[src/rtl/qspi_sclk_gen_if.sv]
// Control and timing signal bundle between the QSPI controller and qspi_sclk_gen.
// Optional abort_in is present only when QSPI_ABORT_EN is defined.
interface qspi_sclk_gen_if #(
  parameter int DIV_W = 8,
  parameter int CNT_W = 6
);
  logic             start_in;
  logic [DIV_W-1:0] clk_div_in;
  logic             cpol_in;
  logic [CNT_W-1:0] num_bits_in;
  logic             use_1_io_lines_in;
  logic             use_2_io_lines_in;
  logic             use_4_io_lines_in;
`ifdef QSPI_ABORT_EN
  logic             abort_in;
`endif
  logic             sclk_out;
  logic             cs_n_out;
  logic             shift_en_out;
  logic             sample_en_out;
  logic             busy_out;
  logic             done_out;

  // Handshake: start_in is a level sampled on any clk edge where the generator
  // is idle; busy_out stays high until the cycle done_out pulses, after which
  // a new start_in (even in the done cycle) is accepted.
  modport master (
`ifdef QSPI_ABORT_EN
    output abort_in,
`endif
    output start_in, clk_div_in, cpol_in, num_bits_in,
    output use_1_io_lines_in, use_2_io_lines_in, use_4_io_lines_in,
    input  sclk_out, cs_n_out, shift_en_out, sample_en_out, busy_out, done_out
  );

  modport slave (
`ifdef QSPI_ABORT_EN
    input  abort_in,
`endif
    input  start_in, clk_div_in, cpol_in, num_bits_in,
    input  use_1_io_lines_in, use_2_io_lines_in, use_4_io_lines_in,
    output sclk_out, cs_n_out, shift_en_out, sample_en_out, busy_out, done_out
  );
endinterface

[src/rtl/qspi_sclk_gen.sv]
// QSPI SCLK / chip-select / shift-sample strobe sequencer (IDLE-SETUP-RUN-HOLD).
// Define QSPI_ABORT_EN to add bus.abort_in, which cuts a transfer short into HOLD.
module qspi_sclk_gen #(
  parameter int DIV_W = 8,
  parameter int CNT_W = 6
) (
  input  logic                 clk,
  input  logic                 rst,
  qspi_sclk_gen_if.slave       bus,
  output logic [1:0]           state_dbg_out
);

  typedef enum logic [1:0] {
    IDLE  = 2'd0,
    SETUP = 2'd1,
    RUN   = 2'd2,
    HOLD  = 2'd3
  } state_t;

  state_t           state_q, state_d;
  logic [DIV_W-1:0] div_q, div_d;
  logic [DIV_W-1:0] dval_q, dval_d;
  logic             cpol_q, cpol_d;
  logic             phase_q, phase_d;
  logic [CNT_W-1:0] beat_cnt_q, beat_cnt_d;
  logic             sclk_q, sclk_d;
  logic             cs_n_q, cs_n_d;
  logic             shift_q, shift_d;
  logic             sample_q, sample_d;
  logic             busy_q, busy_d;
  logic             done_q, done_d;

  logic             tick;
  logic             abort_req;
  logic [CNT_W:0]   nb_ext;
  logic [CNT_W-1:0] beats_calc;

`ifdef QSPI_ABORT_EN
  assign abort_req = bus.abort_in;
`else
  assign abort_req = 1'b0;
`endif

  assign tick = (div_q == dval_q);

  // Beats per transfer: lane priority 4 > 2 > 1, no mode selected means one lane.
  always_comb begin
    nb_ext     = {1'b0, bus.num_bits_in};
    beats_calc = bus.num_bits_in;
    if (bus.use_4_io_lines_in)
      beats_calc = CNT_W'((nb_ext + (CNT_W+1)'(3)) >> 2);
    else if (bus.use_2_io_lines_in)
      beats_calc = CNT_W'((nb_ext + (CNT_W+1)'(1)) >> 1);
    else if (bus.use_1_io_lines_in)
      beats_calc = bus.num_bits_in;
  end

  always_comb begin
    state_d    = state_q;
    div_d      = div_q;
    dval_d     = dval_q;
    cpol_d     = cpol_q;
    phase_d    = phase_q;
    beat_cnt_d = beat_cnt_q;
    sclk_d     = cpol_q;
    cs_n_d     = cs_n_q;
    shift_d    = 1'b0;
    sample_d   = 1'b0;
    busy_d     = busy_q;
    done_d     = 1'b0;

    if (state_q != IDLE)
      div_d = tick ? '0 : div_q + DIV_W'(1);

    case (state_q)
      IDLE: begin
        div_d  = '0;
        cs_n_d = 1'b1;
        busy_d = 1'b0;
        if (bus.start_in) begin
          dval_d     = bus.clk_div_in;
          cpol_d     = bus.cpol_in;
          sclk_d     = bus.cpol_in;
          beat_cnt_d = beats_calc;
          if (bus.num_bits_in != '0) begin
            state_d = SETUP;
            cs_n_d  = 1'b0;
            busy_d  = 1'b1;
          end else begin
            done_d = 1'b1;
          end
        end
      end
      SETUP: begin
        if (abort_req) begin
          state_d = HOLD;
          div_d   = '0;
        end else if (tick) begin
          state_d = RUN;
          phase_d = 1'b0;
        end
      end
      RUN: begin
        sclk_d = sclk_q;
        if (abort_req) begin
          state_d = HOLD;
          div_d   = '0;
          sclk_d  = cpol_q;
        end else if (tick) begin
          if (!phase_q) begin
            sclk_d   = ~cpol_q;
            sample_d = 1'b1;
            phase_d  = 1'b1;
          end else begin
            sclk_d     = cpol_q;
            beat_cnt_d = beat_cnt_q - CNT_W'(1);
            phase_d    = 1'b0;
            // The final trailing edge has no next bit to shift out.
            if (beat_cnt_q == CNT_W'(1))
              state_d = HOLD;
            else
              shift_d = 1'b1;
          end
        end
      end
      HOLD: begin
        if (tick) begin
          state_d = IDLE;
          cs_n_d  = 1'b1;
          busy_d  = 1'b0;
          done_d  = 1'b1;
        end
      end
      default: state_d = IDLE;
    endcase
  end

  always_ff @(posedge clk) begin
    if (rst) begin
      state_q    <= IDLE;
      div_q      <= '0;
      dval_q     <= '0;
      cpol_q     <= 1'b0;
      phase_q    <= 1'b0;
      beat_cnt_q <= '0;
      sclk_q     <= 1'b0;
      cs_n_q     <= 1'b1;
      shift_q    <= 1'b0;
      sample_q   <= 1'b0;
      busy_q     <= 1'b0;
      done_q     <= 1'b0;
    end else begin
      state_q    <= state_d;
      div_q      <= div_d;
      dval_q     <= dval_d;
      cpol_q     <= cpol_d;
      phase_q    <= phase_d;
      beat_cnt_q <= beat_cnt_d;
      sclk_q     <= sclk_d;
      cs_n_q     <= cs_n_d;
      shift_q    <= shift_d;
      sample_q   <= sample_d;
      busy_q     <= busy_d;
      done_q     <= done_d;
    end
  end

  assign bus.sclk_out      = sclk_q;
  assign bus.cs_n_out      = cs_n_q;
  assign bus.shift_en_out  = shift_q;
  assign bus.sample_en_out = sample_q;
  assign bus.busy_out      = busy_q;
  assign bus.done_out      = done_q;
  assign state_dbg_out     = state_q;

endmodule

[src/flat_wrapper.sv]
// flat-port wrapper written by rule: the top's interface ports become plain ports
module qspi_sclk_gen_flat 
#(
  parameter int DIV_W = 8,
  parameter int CNT_W = 6
)
  (clk, rst, state_dbg_out, bus_start_in, bus_clk_div_in, bus_cpol_in, bus_num_bits_in, bus_use_1_io_lines_in, bus_use_2_io_lines_in, bus_use_4_io_lines_in, bus_sclk_out, bus_cs_n_out, bus_shift_en_out, bus_sample_en_out, bus_busy_out, bus_done_out);
  qspi_sclk_gen_if #(.DIV_W(DIV_W), .CNT_W(CNT_W)) bus_i ();
  input  logic clk;
  input  logic rst;
  output logic [1:0] state_dbg_out;
  input wire logic [$bits(bus_i.start_in)-1:0] bus_start_in;
  input wire logic [$bits(bus_i.clk_div_in)-1:0] bus_clk_div_in;
  input wire logic [$bits(bus_i.cpol_in)-1:0] bus_cpol_in;
  input wire logic [$bits(bus_i.num_bits_in)-1:0] bus_num_bits_in;
  input wire logic [$bits(bus_i.use_1_io_lines_in)-1:0] bus_use_1_io_lines_in;
  input wire logic [$bits(bus_i.use_2_io_lines_in)-1:0] bus_use_2_io_lines_in;
  input wire logic [$bits(bus_i.use_4_io_lines_in)-1:0] bus_use_4_io_lines_in;
  output wire logic [$bits(bus_i.sclk_out)-1:0] bus_sclk_out;
  output wire logic [$bits(bus_i.cs_n_out)-1:0] bus_cs_n_out;
  output wire logic [$bits(bus_i.shift_en_out)-1:0] bus_shift_en_out;
  output wire logic [$bits(bus_i.sample_en_out)-1:0] bus_sample_en_out;
  output wire logic [$bits(bus_i.busy_out)-1:0] bus_busy_out;
  output wire logic [$bits(bus_i.done_out)-1:0] bus_done_out;
  assign bus_i.start_in = bus_start_in;
  assign bus_i.clk_div_in = bus_clk_div_in;
  assign bus_i.cpol_in = bus_cpol_in;
  assign bus_i.num_bits_in = bus_num_bits_in;
  assign bus_i.use_1_io_lines_in = bus_use_1_io_lines_in;
  assign bus_i.use_2_io_lines_in = bus_use_2_io_lines_in;
  assign bus_i.use_4_io_lines_in = bus_use_4_io_lines_in;
  assign bus_sclk_out = bus_i.sclk_out;
  assign bus_cs_n_out = bus_i.cs_n_out;
  assign bus_shift_en_out = bus_i.shift_en_out;
  assign bus_sample_en_out = bus_i.sample_en_out;
  assign bus_busy_out = bus_i.busy_out;
  assign bus_done_out = bus_i.done_out;
  qspi_sclk_gen #(.DIV_W(DIV_W), .CNT_W(CNT_W)) u_core (.clk(clk), .rst(rst), .bus(bus_i), .state_dbg_out(state_dbg_out));
endmodule
[config.mk]
export PLATFORM = sky130hd
export DESIGN_NAME = qspi_sclk_gen_flat
export DESIGN_NICKNAME = d
export VERILOG_FILES = /design/src/rtl/qspi_sclk_gen_if.sv /design/src/rtl/qspi_sclk_gen.sv /design/src/flat_wrapper.sv
export SDC_FILE = /design/constraint.sdc
export NUM_CORES = 1
export LEC_CHECK = 0
export ABC_AREA = 1
export CAP_MARGIN = 40
export CORE_ASPECT_RATIO = 0.9
export CORE_MARGIN = 3
export CORE_UTILIZATION = 49
export DETAILED_ROUTE_END_ITERATION = 16
export HOLD_SLACK_MARGIN = 0.08
export PLACE_DENSITY = 0.77
export SYNTH_ARGS = -nofsm -noshare
export SYNTH_HDL_FRONTEND = slang
export SYNTH_SLANG_ARGS = --single-unit
export TNS_END_PERCENT = 5
[constraint.sdc]
create_clock -name clk -period 1.4 [get_ports clk]
set_clock_uncertainty 0.1 [all_clocks]
set_input_delay 0.21 -clock clk [delete_from_list [all_inputs] [get_ports clk]]
set_output_delay 0.21 -clock clk [all_outputs]
set_load 0.1 [all_outputs]
==> results.toml <==
[cts]
cts_buffers = 5
clockBufferDepth = 2
cts_hold_buffers = 0
clk_latency_ns = 0.28
clk_pin_slew_ns = 0.06
h-tree-depth = 2
cts_root_buffer = "clkbuf_8"
cts_tree = "yes"
cts_num_sinks = 32

[synthesis]
synth_compound_area_share_pct = 13.8
muxShareOfSynthArea_pct = 0
netlist_instances = 296
avgSynthCellArea_um2 = 6.64
synth_seq_cells = 32
synthAdderAreaFrac_pct = 5.73
synth_flop_cell = "dfxtp_1"
mappedNetlistNets = 326
synth_warnings = 0
syn-cell-area_um2 = 1960
post_synth_xor_area_fraction_pct = 3.57
synth_cell_types = 38
ys_async_sr_fraction_pct = 0
synth-edff-count = 0
synth_top_family_by_area = "simple AND/OR/NAND/NOR gates"
synth-simple-area-share_pct = 35.4
yosysSeqAreaShare_pct = 32.6

[routing]
ant_nets = 0
drc = 0
routed_wirelength_mm = 5.47
vias = 2225
wl_per_cell_um = 13.0
drtIter0Drc = 224
drtPass1Iterations = 5
viasPerCell = 5.29

[power]
clkPwrFrac_pct = 16.3
p_switching_uw = 2310
p_seq_share_pct = 25.0
ir_drop_uv = 1260
power_density_nw_per_um2 = 1760
power.internal_uw = 2960
leakagePower_uw = 0.00140
combPwrFrac_pct = 58.6
swShare_pct = 43.8

[sta]
worst_slack_ns = -0.0819
hold_viol = 0
max_freq_ghz = 0.675
period_share_pct = 106
final-max-slew-violation-count = 0
worst_pin_slew_ns = 0.228
relSlewSlack_pct = 84.6
setup_violations = 11
min_period_ns = 1.48
rsz0062_at_grt = "yes"
setup-tns-final_ns = -0.587

[global_routing]
antenna_found_initial = 0
grtUsageTotal_pct = 24.0
grt_max_degree = 13
overflow = 0
grt_pass1_vias = 2025
grt_pass1_wl_mm = 8.88

[die]
ioPinCount = 29
initial_core_util_pct = 51.9
dieArea_um2 = 4810
die_w_um = 72.7
die_y_um = 66.1
num_rows = 21
core_area_um2 = 3780

[worst_setup_path]
worst_ep_required_time_ns = 1.52
startpoint_type = "flip-flop"
end_kind = "flip-flop"
arrival_ns = 1.60
critPathMaxFanout = 3
critical_path_class = "flip-flop to flip-flop"

[placement]
dp_hpwl_mm = 3.97
port_buffers = 27
dp_cells = 408
gp_congestion = 0.928

[cells_and_area]
area_growth_pct = 52.1
drive_gt1_share_pct = 32.0
layout.cells.non_filler = 421
final_cell_mix = "60 x nand2_1, 45 x buf_4, 39 x nor2_1, 31 x inv_1, 23 x dfxtp_1"
final_nets = 404
fill_cells = 247
final_core_util_pct = 79.0
insertedDiodeCount = 0
layout_commonest_cell = "nand2_1"

[run]
cap_violations = 0

[run_status]
status = "finished, violations left"
violations = "negative setup slack"

[worst_hold_path]
hold_path_class = "flip-flop to flip-flop"
==> power groups by stage <==
| stage | logic [uW] | clock network [uW] | registers [uW] |
|---|---|---|---|
| floorplan | 1440 | 0 | 1670 |
| global placement | 2710 | 0 | 1310 |
| detailed placement | 2770 | 0 | 1320 |
| CTS | 2930 | 872 | 1300 |
| global route | 3360 | 912 | 1340 |
| finish | 3090 | 861 | 1320 |
==> worst max-delay path, stage by stage (launching register included) <==
cell,delay [ns]
dfxtp_4,0.36
inv_4,0.08
ha_4,0.15
inv_4,0.04
or2_4,0.25
nor2_1,0.13
a21oi_2,0.05
nand2_1,0.09
a21oi_2,0.04
a21oi_1,0.13
==> per-stage QoR <==
stage               power [uW]  cell area (um2)  hold slack, ns  worst slack [ns]
floorplan                 3110             2030           0.179            -0.230
global placement          4020             2730           0.354            -0.374
detailed placement        4090             2730           0.360            -0.425
CTS                       5110             2900           0.350           -0.0776
global route              5610             2990           0.362            -0.197
finish                    5270             2990           0.341           -0.0819
==> registers in the layout (all words and copies together) (netlist names) <==
signal / count
u_core.div_q: 8
u_core.dval_q: 8
u_core.beat_cnt_q: 6
u_core.state_dbg_out: 2
u_core.bus.busy_out: 1
u_core.bus.cs_n_out: 1
u_core.bus.done_out: 1
u_core.bus.sample_en_out: 1
u_core.bus.sclk_out: 1
u_core.bus.shift_en_out: 1
u_core.cpol_q: 1
u_core.phase_q: 1
==> metal layers <==
metal	track usage, %	part of all wire (%)	routed length (um)
met2	40.4	49	2680
met3	4.86	6.7	366
met5	0	0	0
met4	8.06	2.3	127
met1	30.4	42	2290
==> timing repair <==
item / CTS / global route
pin swaps: 18 / 7
gates resized for setup: 17 / 29
endpoints found under the setup margin: 18 / 24
buffers inserted: 2 / 2
cloned: 1 / 0
==> area by class of cell <==
cell class | count | area [um2] | share of cell area [%]
multi-input cells | 220 | 1280 | 42.9
repair buffers | 74 | 717 | 24.0
flip-flops and latches | 32 | 659 | 22.1
inverters | 41 | 165 | 5.53
clock buffers | 6 | 72.6 | 2.43
well taps | 46 | 57.6 | 1.93
clock inverters | 2 | 35.0 | 1.17
==> cells in the mapped netlist (all sizes together), types with 2 or more instances <==
| master | count | share of area, % |
|---|---|---|
| ha | 9 | 5.7 |
| dfxtp | 32 | 33 |
| nor3 | 2 | 0.76 |
| xnor2 | 4 | 1.8 |
| inv | 39 | 7.5 |
| buf | 3 | 0.89 |
| nor3b | 5 | 2.2 |
| nand3 | 16 | 4.3 |
| xor2 | 4 | 1.8 |
| nand4 | 6 | 1.9 |
| or2 | 4 | 1.3 |
| nor2 | 46 | 9.4 |
| o21ai | 21 | 5.5 |
| a21oi | 23 | 6.1 |
| nand2 | 72 | 15 |
| clkinv | 2 | 0.38 |
==> final timing paths <==
check / start / endpoint / slack [ns] / depth (start not counted)
worst min-delay path: u_core.div_q[0]$_SDFFE_PP0N_ / u_core.div_q[0]$_SDFFE_PP0N_ / 0.34 / 1
worst min register to register: u_core.div_q[0]$_SDFFE_PP0N_ / u_core.div_q[0]$_SDFFE_PP0N_ / 0.34 / 1
worst max-delay path: u_core.state_dbg_out[0]$_SDFFE_PP0P_ / u_core.bus.sclk_out$_SDFFE_PP0P_ / -0.08 / 9
worst max register to register: u_core.state_dbg_out[0]$_SDFFE_PP0P_ / u_core.bus.sclk_out$_SDFFE_PP0P_ / -0.08 / 9
==> cell families (layout without fill, tap and decap cells) <==
group                    after synthesis  count (layout)
AND/OR/NAND/NOR                      152             153
AO/OA/AOI/OAI                         50              50
buffers and inverters                 45             123
flip-flops                            32              32
adder cells (fa/ha/maj)                9               9
XOR/XNOR                               8               8
Power figures use the tool's default switching activity.
